<file path="src/rtl/spi_rx_fifo.sv">
// SPI receive byte FIFO: 3-flop strobe sync, push 3 clk edges after spi_done is first sampled high,
// first-word-fall-through read. The consumer backpressures with rd_ready; bytes arriving while full are dropped and flagged.
module spi_rx_fifo #(
  parameter int DEPTH = 8,
  parameter int AW    = 3
) (
  input  logic          clk,
  input  logic          rst,
  input  logic          spi_done,
  input  logic [7:0]    spi_dout,
  input  logic          rd_ready,
  input  logic          clr_ovf,
  output logic          rd_valid,
  output logic [7:0]    rd_data,
  output logic [AW:0]   count,
  output logic          overflow
);

  localparam logic [AW:0] FULL_CNT = (AW+1)'(DEPTH);

  logic          s1, s2, s3;
  logic          cap, full, pop, push, drop;
  logic [AW-1:0] wptr, rptr;
  logic [7:0]    mem [DEPTH];

  // Chain resets high so a strobe already high at reset release is not seen as an edge.
  always_ff @(posedge clk or posedge rst) begin
    if (rst) begin
      s1 <= 1'b1;
      s2 <= 1'b1;
      s3 <= 1'b1;
    end else begin
      s1 <= spi_done;
      s2 <= s1;
      s3 <= s2;
    end
  end

  assign cap      = s2 & ~s3;
  assign full     = (count == FULL_CNT);
  assign rd_valid = (count != '0);
  assign pop      = rd_valid & rd_ready;
  assign push     = cap & (~full | pop);
  assign drop     = cap & full & ~pop;
  assign rd_data  = mem[rptr];

  always_ff @(posedge clk) begin
    if (push) mem[wptr] <= spi_dout;
  end

  always_ff @(posedge clk or posedge rst) begin
    if (rst) begin
      wptr     <= '0;
      rptr     <= '0;
      count    <= '0;
      overflow <= 1'b0;
    end else begin
      if (push) wptr <= wptr + 1'b1;
      if (pop)  rptr <= rptr + 1'b1;
      if (push && !pop)      count <= count + 1'b1;
      else if (pop && !push) count <= count - 1'b1;
      // A drop in the same cycle as a clear leaves the flag set.
      if (drop)         overflow <= 1'b1;
      else if (clr_ovf) overflow <= 1'b0;
    end
  end

endmodule

</file>
<file path="config.mk">
export PLATFORM = sky130hd
export DESIGN_NAME = spi_rx_fifo
export DESIGN_NICKNAME = d
export VERILOG_FILES = /design/src/rtl/spi_rx_fifo.sv
export SDC_FILE = /design/constraint.sdc
export NUM_CORES = 1
export LEC_CHECK = 0
export ABC_AREA = 1
export ABC_CLOCK_PERIOD_IN_PS = 5850
export CAP_MARGIN = 5
export CORE_AREA = 3 3 88 90
export CTS_BUF_LIST = sky130_fd_sc_hd__clkbuf_4 sky130_fd_sc_hd__clkbuf_8 sky130_fd_sc_hd__clkbuf_16
export CTS_CLUSTER_SIZE = 16
export DETAILED_ROUTE_END_ITERATION = 12
export DIE_AREA = 0 0 91 93
export PLACE_DENSITY_LB_ADDON = 0.05
export SLEW_MARGIN = 40
export SYNTH_ARGS = -nofsm -noshare
export SYNTH_HDL_FRONTEND = slang
export SYNTH_SLANG_ARGS = --single-unit
</file>
<file path="constraint.sdc">
create_clock -name clk -period 5.85 [get_ports clk]
set_input_delay 1.17 -clock clk [delete_from_list [all_inputs] [get_ports clk]]
set_output_delay 1.17 -clock clk [all_outputs]
set_load 0.02 [all_outputs]
</file>
==> impl_metrics.json, run 1 <==
{
  "r2r_slack_ns": 3.55,
  "synth.avg_cell_area_um2": 9.597,
  "cp_cell_sequence": "nor2_1 > nor2_1 > nand2_1 > nand2_1 > nand2_1 > nand2_1 > clkdlybuf4s50_1",
  "cts_buffers": 9,
  "final_nets": 414,
  "grt_pass1_wl_um": 11440,
  "finalPower_mw": 1.889,
  "holdPathEnd": "s2",
  "grt_max_degree": 67,
  "slew_headroom_pct": 47.08,
  "synth.largest_area_cell": "edfxtp_1",
  "synth_top_family_by_area": "simple AND/OR/NAND/NOR gates",
  "period_needed_ns": 3.547,
  "synth_xor_area_share_pct": 1.243,
  "synth_ff_type": "edfxtp_1",
  "overflow": 0,
  "worstRegToRegCells": 12,
  "antenna_left": 0,
  "worst_hold_slack_ns": 0.3605,
  "crit_path_end_kind": "output port",
  "die_area_um2": 8463,
  "synth-warning-count": 0,
  "ctsHoldBuffers": 0,
  "critPathMaxFanout": 66,
  "rr_startpoint": "count[0]",
  "powerDensity_nw_per_um2": 465.6,
  "drt_first_pass_iters": 4,
  "cts_resized": 0,
  "worstMarginPinSlew_ns": 0.7895,
  "pin_count": 27,
  "drt_iter0_drc": 151,
  "yosys.area_share.simple_pct": 23.80,
  "clk_pin_slew_ns": 0.08,
  "vias_per_cell": 4.745,
  "async_reset_ff_share_pct": 17.95,
  "crit_type": "reg2out",
  "whs_path_depth": 0,
  "rsz0062_at_grt": "no",
  "grt_use_total_pct": 17.94,
  "hold_start": "s1",
  "fp.coreArea_um2": 7137,
  "finalHoldViolCount": 0,
  "clk_latency_ns": 0.35,
  "synth_fa_ha_area_share_pct": 2.345,
  "gp_congestion": 0.7731,
  "routed_wl_um": 6805,
  "p_leak_nw": 1.752,
  "crit_path_max_incr_delay_ns": 0.84,
  "clock_sinks": 78,
  "tritoncts": "done",
  "drcViolationCount": 0,
  "start_kind": "register",
  "yosysMostFrequentCell": "nand2_1",
  "die_y_um": 93,
  "ys_types": 22,
  "muxShareOfSynthArea_pct": 0,
  "htreeDepth": 3,
  "synth_compound_area_share_pct": 0.6039,
  "netlist_area_um2": 3522,
  "synthTopCellsByCount": "nand2_1, nor2_1, edfxtp_1",
  "finalCritPeriodShare_pct": 60.63,
  "vdd_drop_max_uv": 247.5,
  "syn_nets": 386,
  "dp.cells": 483,
  "drive_gt1_share_pct": 8.271,
  "fp.dieW_um": 91,
  "stdcell_count": 498,
  "antenna_found_initial": 0,
  "critPathSlowestCell": "dfrtp_4",
  "crit_family": "flip-flops",
  "maxCapViolations": 0,
  "fill_cells": 660,
  "drv_slew": 0,
  "io_buffers": 26,
  "dp_hpwl_um": 4438,
  "num_vias": 2363,
  "wl_per_cell_um": 13.66,
  "fp-row-count": 31,
  "fmax_mhz": 281.9,
  "synth_area_leaders": "edfxtp_1, nand2_1, dfrtp_1",
  "cts_buffer_depth": 2,
  "synth_edf_count": 64,
  "cts-root-buf": "clkbuf_8",
  "min_path_type": "reg2reg",
  "worst-path-buf-inv": 1,
  "cts_setup_buffers": 0,
  "skew_ns": 0.004474,
  "area_growth_pct": 15.20,
  "finalSetupTns_ns": 0,
  "diodes": 0,
  "r2r_end": "count[3]",
  "cp.required_ns": 4.68,
  "cpMostUsedCell": "nand2_1",
  "grt_pass1_vias": 2336,
  "initial_core_util_pct": 49.35,
  "fin_util_pct": 56.85,
  "ys_ff_latch": 78,
  "postSynthCellCount": 367,
  "finalSetupViolCount": 0,
  "synth_top_area_share_pct": 54.56,
  "cp.arrival_ns": 2.38,
  "yosysSeqAreaShare_pct": 64.62,
  "status": "finished clean"
}
-- logic make-up after synthesis --
family,count (synthesis)
compound gates,4
xor+xnor,5
fa+ha+maj,6
buf+inv,59
flops,78
simple gates,215
-- through the flow --
stage	instance area, um^2	worst slack [ns]
finish	4058	2.303
global route	4058	2.088
CTS	4058	2.315
detailed placement	3870	2.404
global placement	3842	2.405
floorplan	3522	3.071
-- how the worst max path moves through the flow --
stage | slack [ns] | depth (start not counted) | startpoint | endpoint
after floorplan | 3.07 | 12 | rd_ready | count[3]
after global placement | 2.41 | 5 | rd_ready | mem[7][5]
after detailed placement | 2.40 | 13 | rd_ready | count[3]
after CTS | 2.31 | 7 | rptr[0] | rd_data[3]
after global routing | 2.09 | 7 | rptr[0] | rd_data[3]
final | 2.30 | 7 | rptr[0] | rd_data[3]
-- registers in the layout (all words and copies together), names as in the netlist --
name,count
count,4
mem,64
overflow,1
rptr,3
s1,1
s2,1
s3,1
wptr,3
-- cell type report --
cell class	count	area, um^2	share of cell area (%)
flip-flops and latches	78	2280	56.18
multi-input cells	230	1011	24.92
repair buffers	28	275.3	6.784
inverters	48	180.2	4.440
clock buffers	11	138.9	3.423
well taps	99	123.9	3.053
clock inverters	4	48.80	1.203
-- layer usage --
layer  vias to the layer above  part of all wire, %  global-route usage (%)  routed length (um)
met4                         0                  1.9                   8.040                 126
li1                       1187                    -                       -                   -
met3                        10                  3.8                   4.586                 260
met1                      1117                   45                   23.04                3076
met5                         -                    0                       0                   0
met2                        49                   49                   28.88                3341
-- report_power, final --
part | internal, mW | switching, mW
combinational | 0.299 | 0.413
clock | 0.203 | 0.189
sequential | 0.668 | 0.118
total | 1.17 | 0.720
-- placed cells by master, fill, tap and decap left out, types with 2 or more instances in the layout --
| cell | Yosys | routed |
|---|---|---|
| buf_4 | 3 | 2 |
| clkbuf_4 | 0 | 2 |
| clkbuf_8 | 0 | 9 |
| clkdlybuf4s50_1 | 0 | 26 |
| clkinvlp_4 | 0 | 2 |
| dfrtp_1 | 11 | 10 |
| dfstp_2 | 3 | 3 |
| edfxtp_1 | 64 | 64 |
| ha_1 | 5 | 5 |
| inv_1 | 47 | 47 |
| nand2_1 | 129 | 129 |
| nand2_2 | 2 | 2 |
| nand3_1 | 4 | 4 |
| nor2_1 | 73 | 69 |
| nor2_2 | 0 | 4 |
| nor3_2 | 0 | 3 |
| o21ai_0 | 3 | 3 |
| xnor2_1 | 5 | 5 |
No activity file was read; power rests on OpenSTA's default activity.
==> inputs of run 2 (changes only) <==
--- a/config.mk
+++ b/config.mk
@@ -6,7 +6,7 @@
 export NUM_CORES = 1
 export LEC_CHECK = 0
 export ABC_AREA = 1
-export ABC_CLOCK_PERIOD_IN_PS = 5850
+export ABC_CLOCK_PERIOD_IN_PS = 3500
 export CAP_MARGIN = 5
 export CORE_AREA = 3 3 88 90
 export CTS_BUF_LIST = sky130_fd_sc_hd__clkbuf_4 sky130_fd_sc_hd__clkbuf_8 sky130_fd_sc_hd__clkbuf_16
==> constraint.sdc (replaced) <==
create_clock -name clk -period 3.5 [get_ports clk]
set_input_delay 0.7 -clock clk [delete_from_list [all_inputs] [get_ports clk]]
set_output_delay 0.7 -clock clk [all_outputs]
set_load 0.02 [all_outputs]
==> run 2 against run 1 <==
  * Via count down 3.2%
  * Register-to-register slack worse by 2.4 ns
  * Worst hold slack hardly changed
  * Clock skew up 0.0012 ns
==> impl_metrics.json, run 2 (synthesis results as in run 1) <==
{
  "finalSetupViolCount": 0,
  "fmax_mhz": 310.2,
  "largest_reg_flops": 64,
  "diodes": 0,
  "cts_resized": 0,
  "cts_setup_buffers": 0,
  "crit_cells": 7,
  "finalCritPeriodShare_pct": 92.10,
  "num_vias": 2288,
  "met1_usage_pct": 24.41,
  "die_y_um": 93,
  "start_kind": "register",
  "skew_ns": 0.005657,
  "drive_gt1_share_pct": 8.578,
  "cts_buffer_depth": 2,
  "p_sw_share_pct": 37.18,
  "pin_count": 27,
  "final_common_cell": "nand2_1",
  "tritoncts": "done",
  "cpMostUsedCell": "nand2_1",
  "fp.dieW_um": 91,
  "overflow": 0,
  "worstRegToRegCells": 12,
  "grt_pass1_wl_um": 11090,
  "initial_core_util_pct": 49.35,
  "htreeDepth": 3,
  "combinationalPowerShare_pct": 37.7,
  "finalSetupTns_ns": 0,
  "grt_use_total_pct": 17.43,
  "met2_usage_pct": 26.06,
  "finalHoldViolCount": 0,
  "drcViolationCount": 0,
  "worstMarginPinSlew_ns": 0.7288,
  "min_path_type": "reg2reg",
  "io_buffers": 26,
  "worst_hold_slack_ns": 0.3603,
  "layout_common_cells": "nand2_1, nor2_1, edfxtp_1, inv_1, clkdlybuf4s50_1",
  "crit_path_max_incr_delay_ns": 0.82,
  "dp_hpwl_um": 4447,
  "clk_pin_slew_ns": 0.08,
  "top_regs": "mem: 64 flops, count: 4 flops",
  "die_area_um2": 8463,
  "cts_buffers": 9,
  "fp-row-count": 31,
  "dp.cells": 491,
  "clkPwrFrac_pct": 22.4,
  "crit_family": "buffers and inverters",
  "clk_latency_ns": 0.35,
  "top_register": "mem",
  "vdd_drop_max_uv": 370.2,
  "busiest_layer": "met2",
  "r2r_slack_ns": 1.12,
  "antenna_found_initial": 0,
  "period_needed_ns": 3.223,
  "antenna_left": 0,
  "vias_per_cell": 4.513,
  "crit_path_end_kind": "output port",
  "drt_iter0_drc": 105,
  "cp.arrival_ns": 2.52,
  "critPathMaxFanout": 19,
  "slew_headroom_pct": 51.41,
  "area_growth_pct": 17.19,
  "cp_cell_sequence": "inv_2 > nor2_1 > nand2_1 > nand2_1 > nand2_1 > nand2_1 > clkdlybuf4s50_1",
  "rsz0062_at_grt": "no",
  "ctsHoldBuffers": 0,
  "drt_first_pass_iters": 6,
  "gp_congestion": 0.7797,
  "fp.coreArea_um2": 7137,
  "powerDensity_nw_per_um2": 782.5,
  "maxCapViolations": 0,
  "clock_sinks": 78,
  "critPathSlowestCell": "dfrtp_1",
  "power_frac_seq_pct": 39.9,
  "routed_wl_um": 6739,
  "wl_per_cell_um": 13.29,
  "p_leak_nw": 1.812,
  "p_int_mw": 2.029,
  "power_switching_mw": 1.201,
  "crit_type": "reg2out",
  "cp.required_ns": 2.80,
  "final_nets": 422,
  "worst-path-buf-inv": 2,
  "status": "finished clean",
  "grt_max_degree": 41,
  "met3_usage_pct": 3.942,
  "drv_slew": 0,
  "cts-root-buf": "clkbuf_8",
  "stdcell_count": 507,
  "grt_pass1_vias": 2190,
  "whs_path_depth": 0
}
[run 2: cell types whose count changed in the layout (fill, tap and decap cells not counted), moves of 2 or more]
| cell | before | now |
|---|---|---|
| buf_4 | 2 | 9 |
| clkbuf_4 | 2 | 0 |
| clkinv_2 | 0 | 2 |
| nor2_1 | 69 | 73 |
| nor2_2 | 4 | 0 |
| nor3_1 | 1 | 4 |
| nor3_2 | 3 | 0 |
[run 2: final cells by class]
class	count	area [um^2]
fill	662	3009
sequential	78	2277
multi-input combinational	230	985.9
timing repair buffer	36	347.8
inverter	48	180.2
clock buffer	9	123.9
tap	99	123.9
clock inverter	7	88.84
[run 2: power groups by stage]
stage | Clock [mW] | Sequential, mW | Combinational, mW
3_3_place_gp | 0 | 1.30 | 1.22
5_1_grt | 0.784 | 1.31 | 1.39
4_1_cts | 0.743 | 1.29 | 1.24
3_5_place_dp | 0 | 1.31 | 1.23
6_report | 0.724 | 1.29 | 1.22
2_1_floorplan | 0 | 1.23 | 0.922
[run 2: final timing paths]
kind	from	end
setup / recovery	rptr[1]	rd_data[3]
hold / removal	s1	s2
setup reg to reg	count[0]	count[3]
hold reg to reg	s1	s2
max in group asynchronous	rst	rptr[0]
min in group asynchronous	rst	count[2]
[run 2: routing by layer]
metal	part of all wire [%]	vias up	wire, um
met2	45	35	3015
met3	4.2	7	282
li1	-	1206	-
met5	0	-	0
met4	1.5	0	101
met1	50	1040	3339
[run 2: worst reg2reg max path: cells and delay by family (launching register included)]
kind                     cells  cell delay [ns]
flip-flops                   1             0.46
AND/OR/NAND/NOR              8             1.02
adder cells (fa/ha/maj)      2             0.50
buffers and inverters        2             0.28
[run 2: stage by stage]
step | utilization, % | setup WS [ns] | cell area, um^2 | total power [mW]
2_1_floorplan | - | 1.191 | 3522 | 2.148
3_3_place_gp | 54.86 | 0.5132 | 3915 | 2.526
3_5_place_dp | 54.86 | 0.5154 | 3915 | 2.542
4_1_cts | 57.84 | 0.2453 | 4128 | 3.273
5_1_grt | 57.84 | 0.04497 | 4128 | 3.483
6_report | 57.84 | 0.2767 | 4128 | 3.230
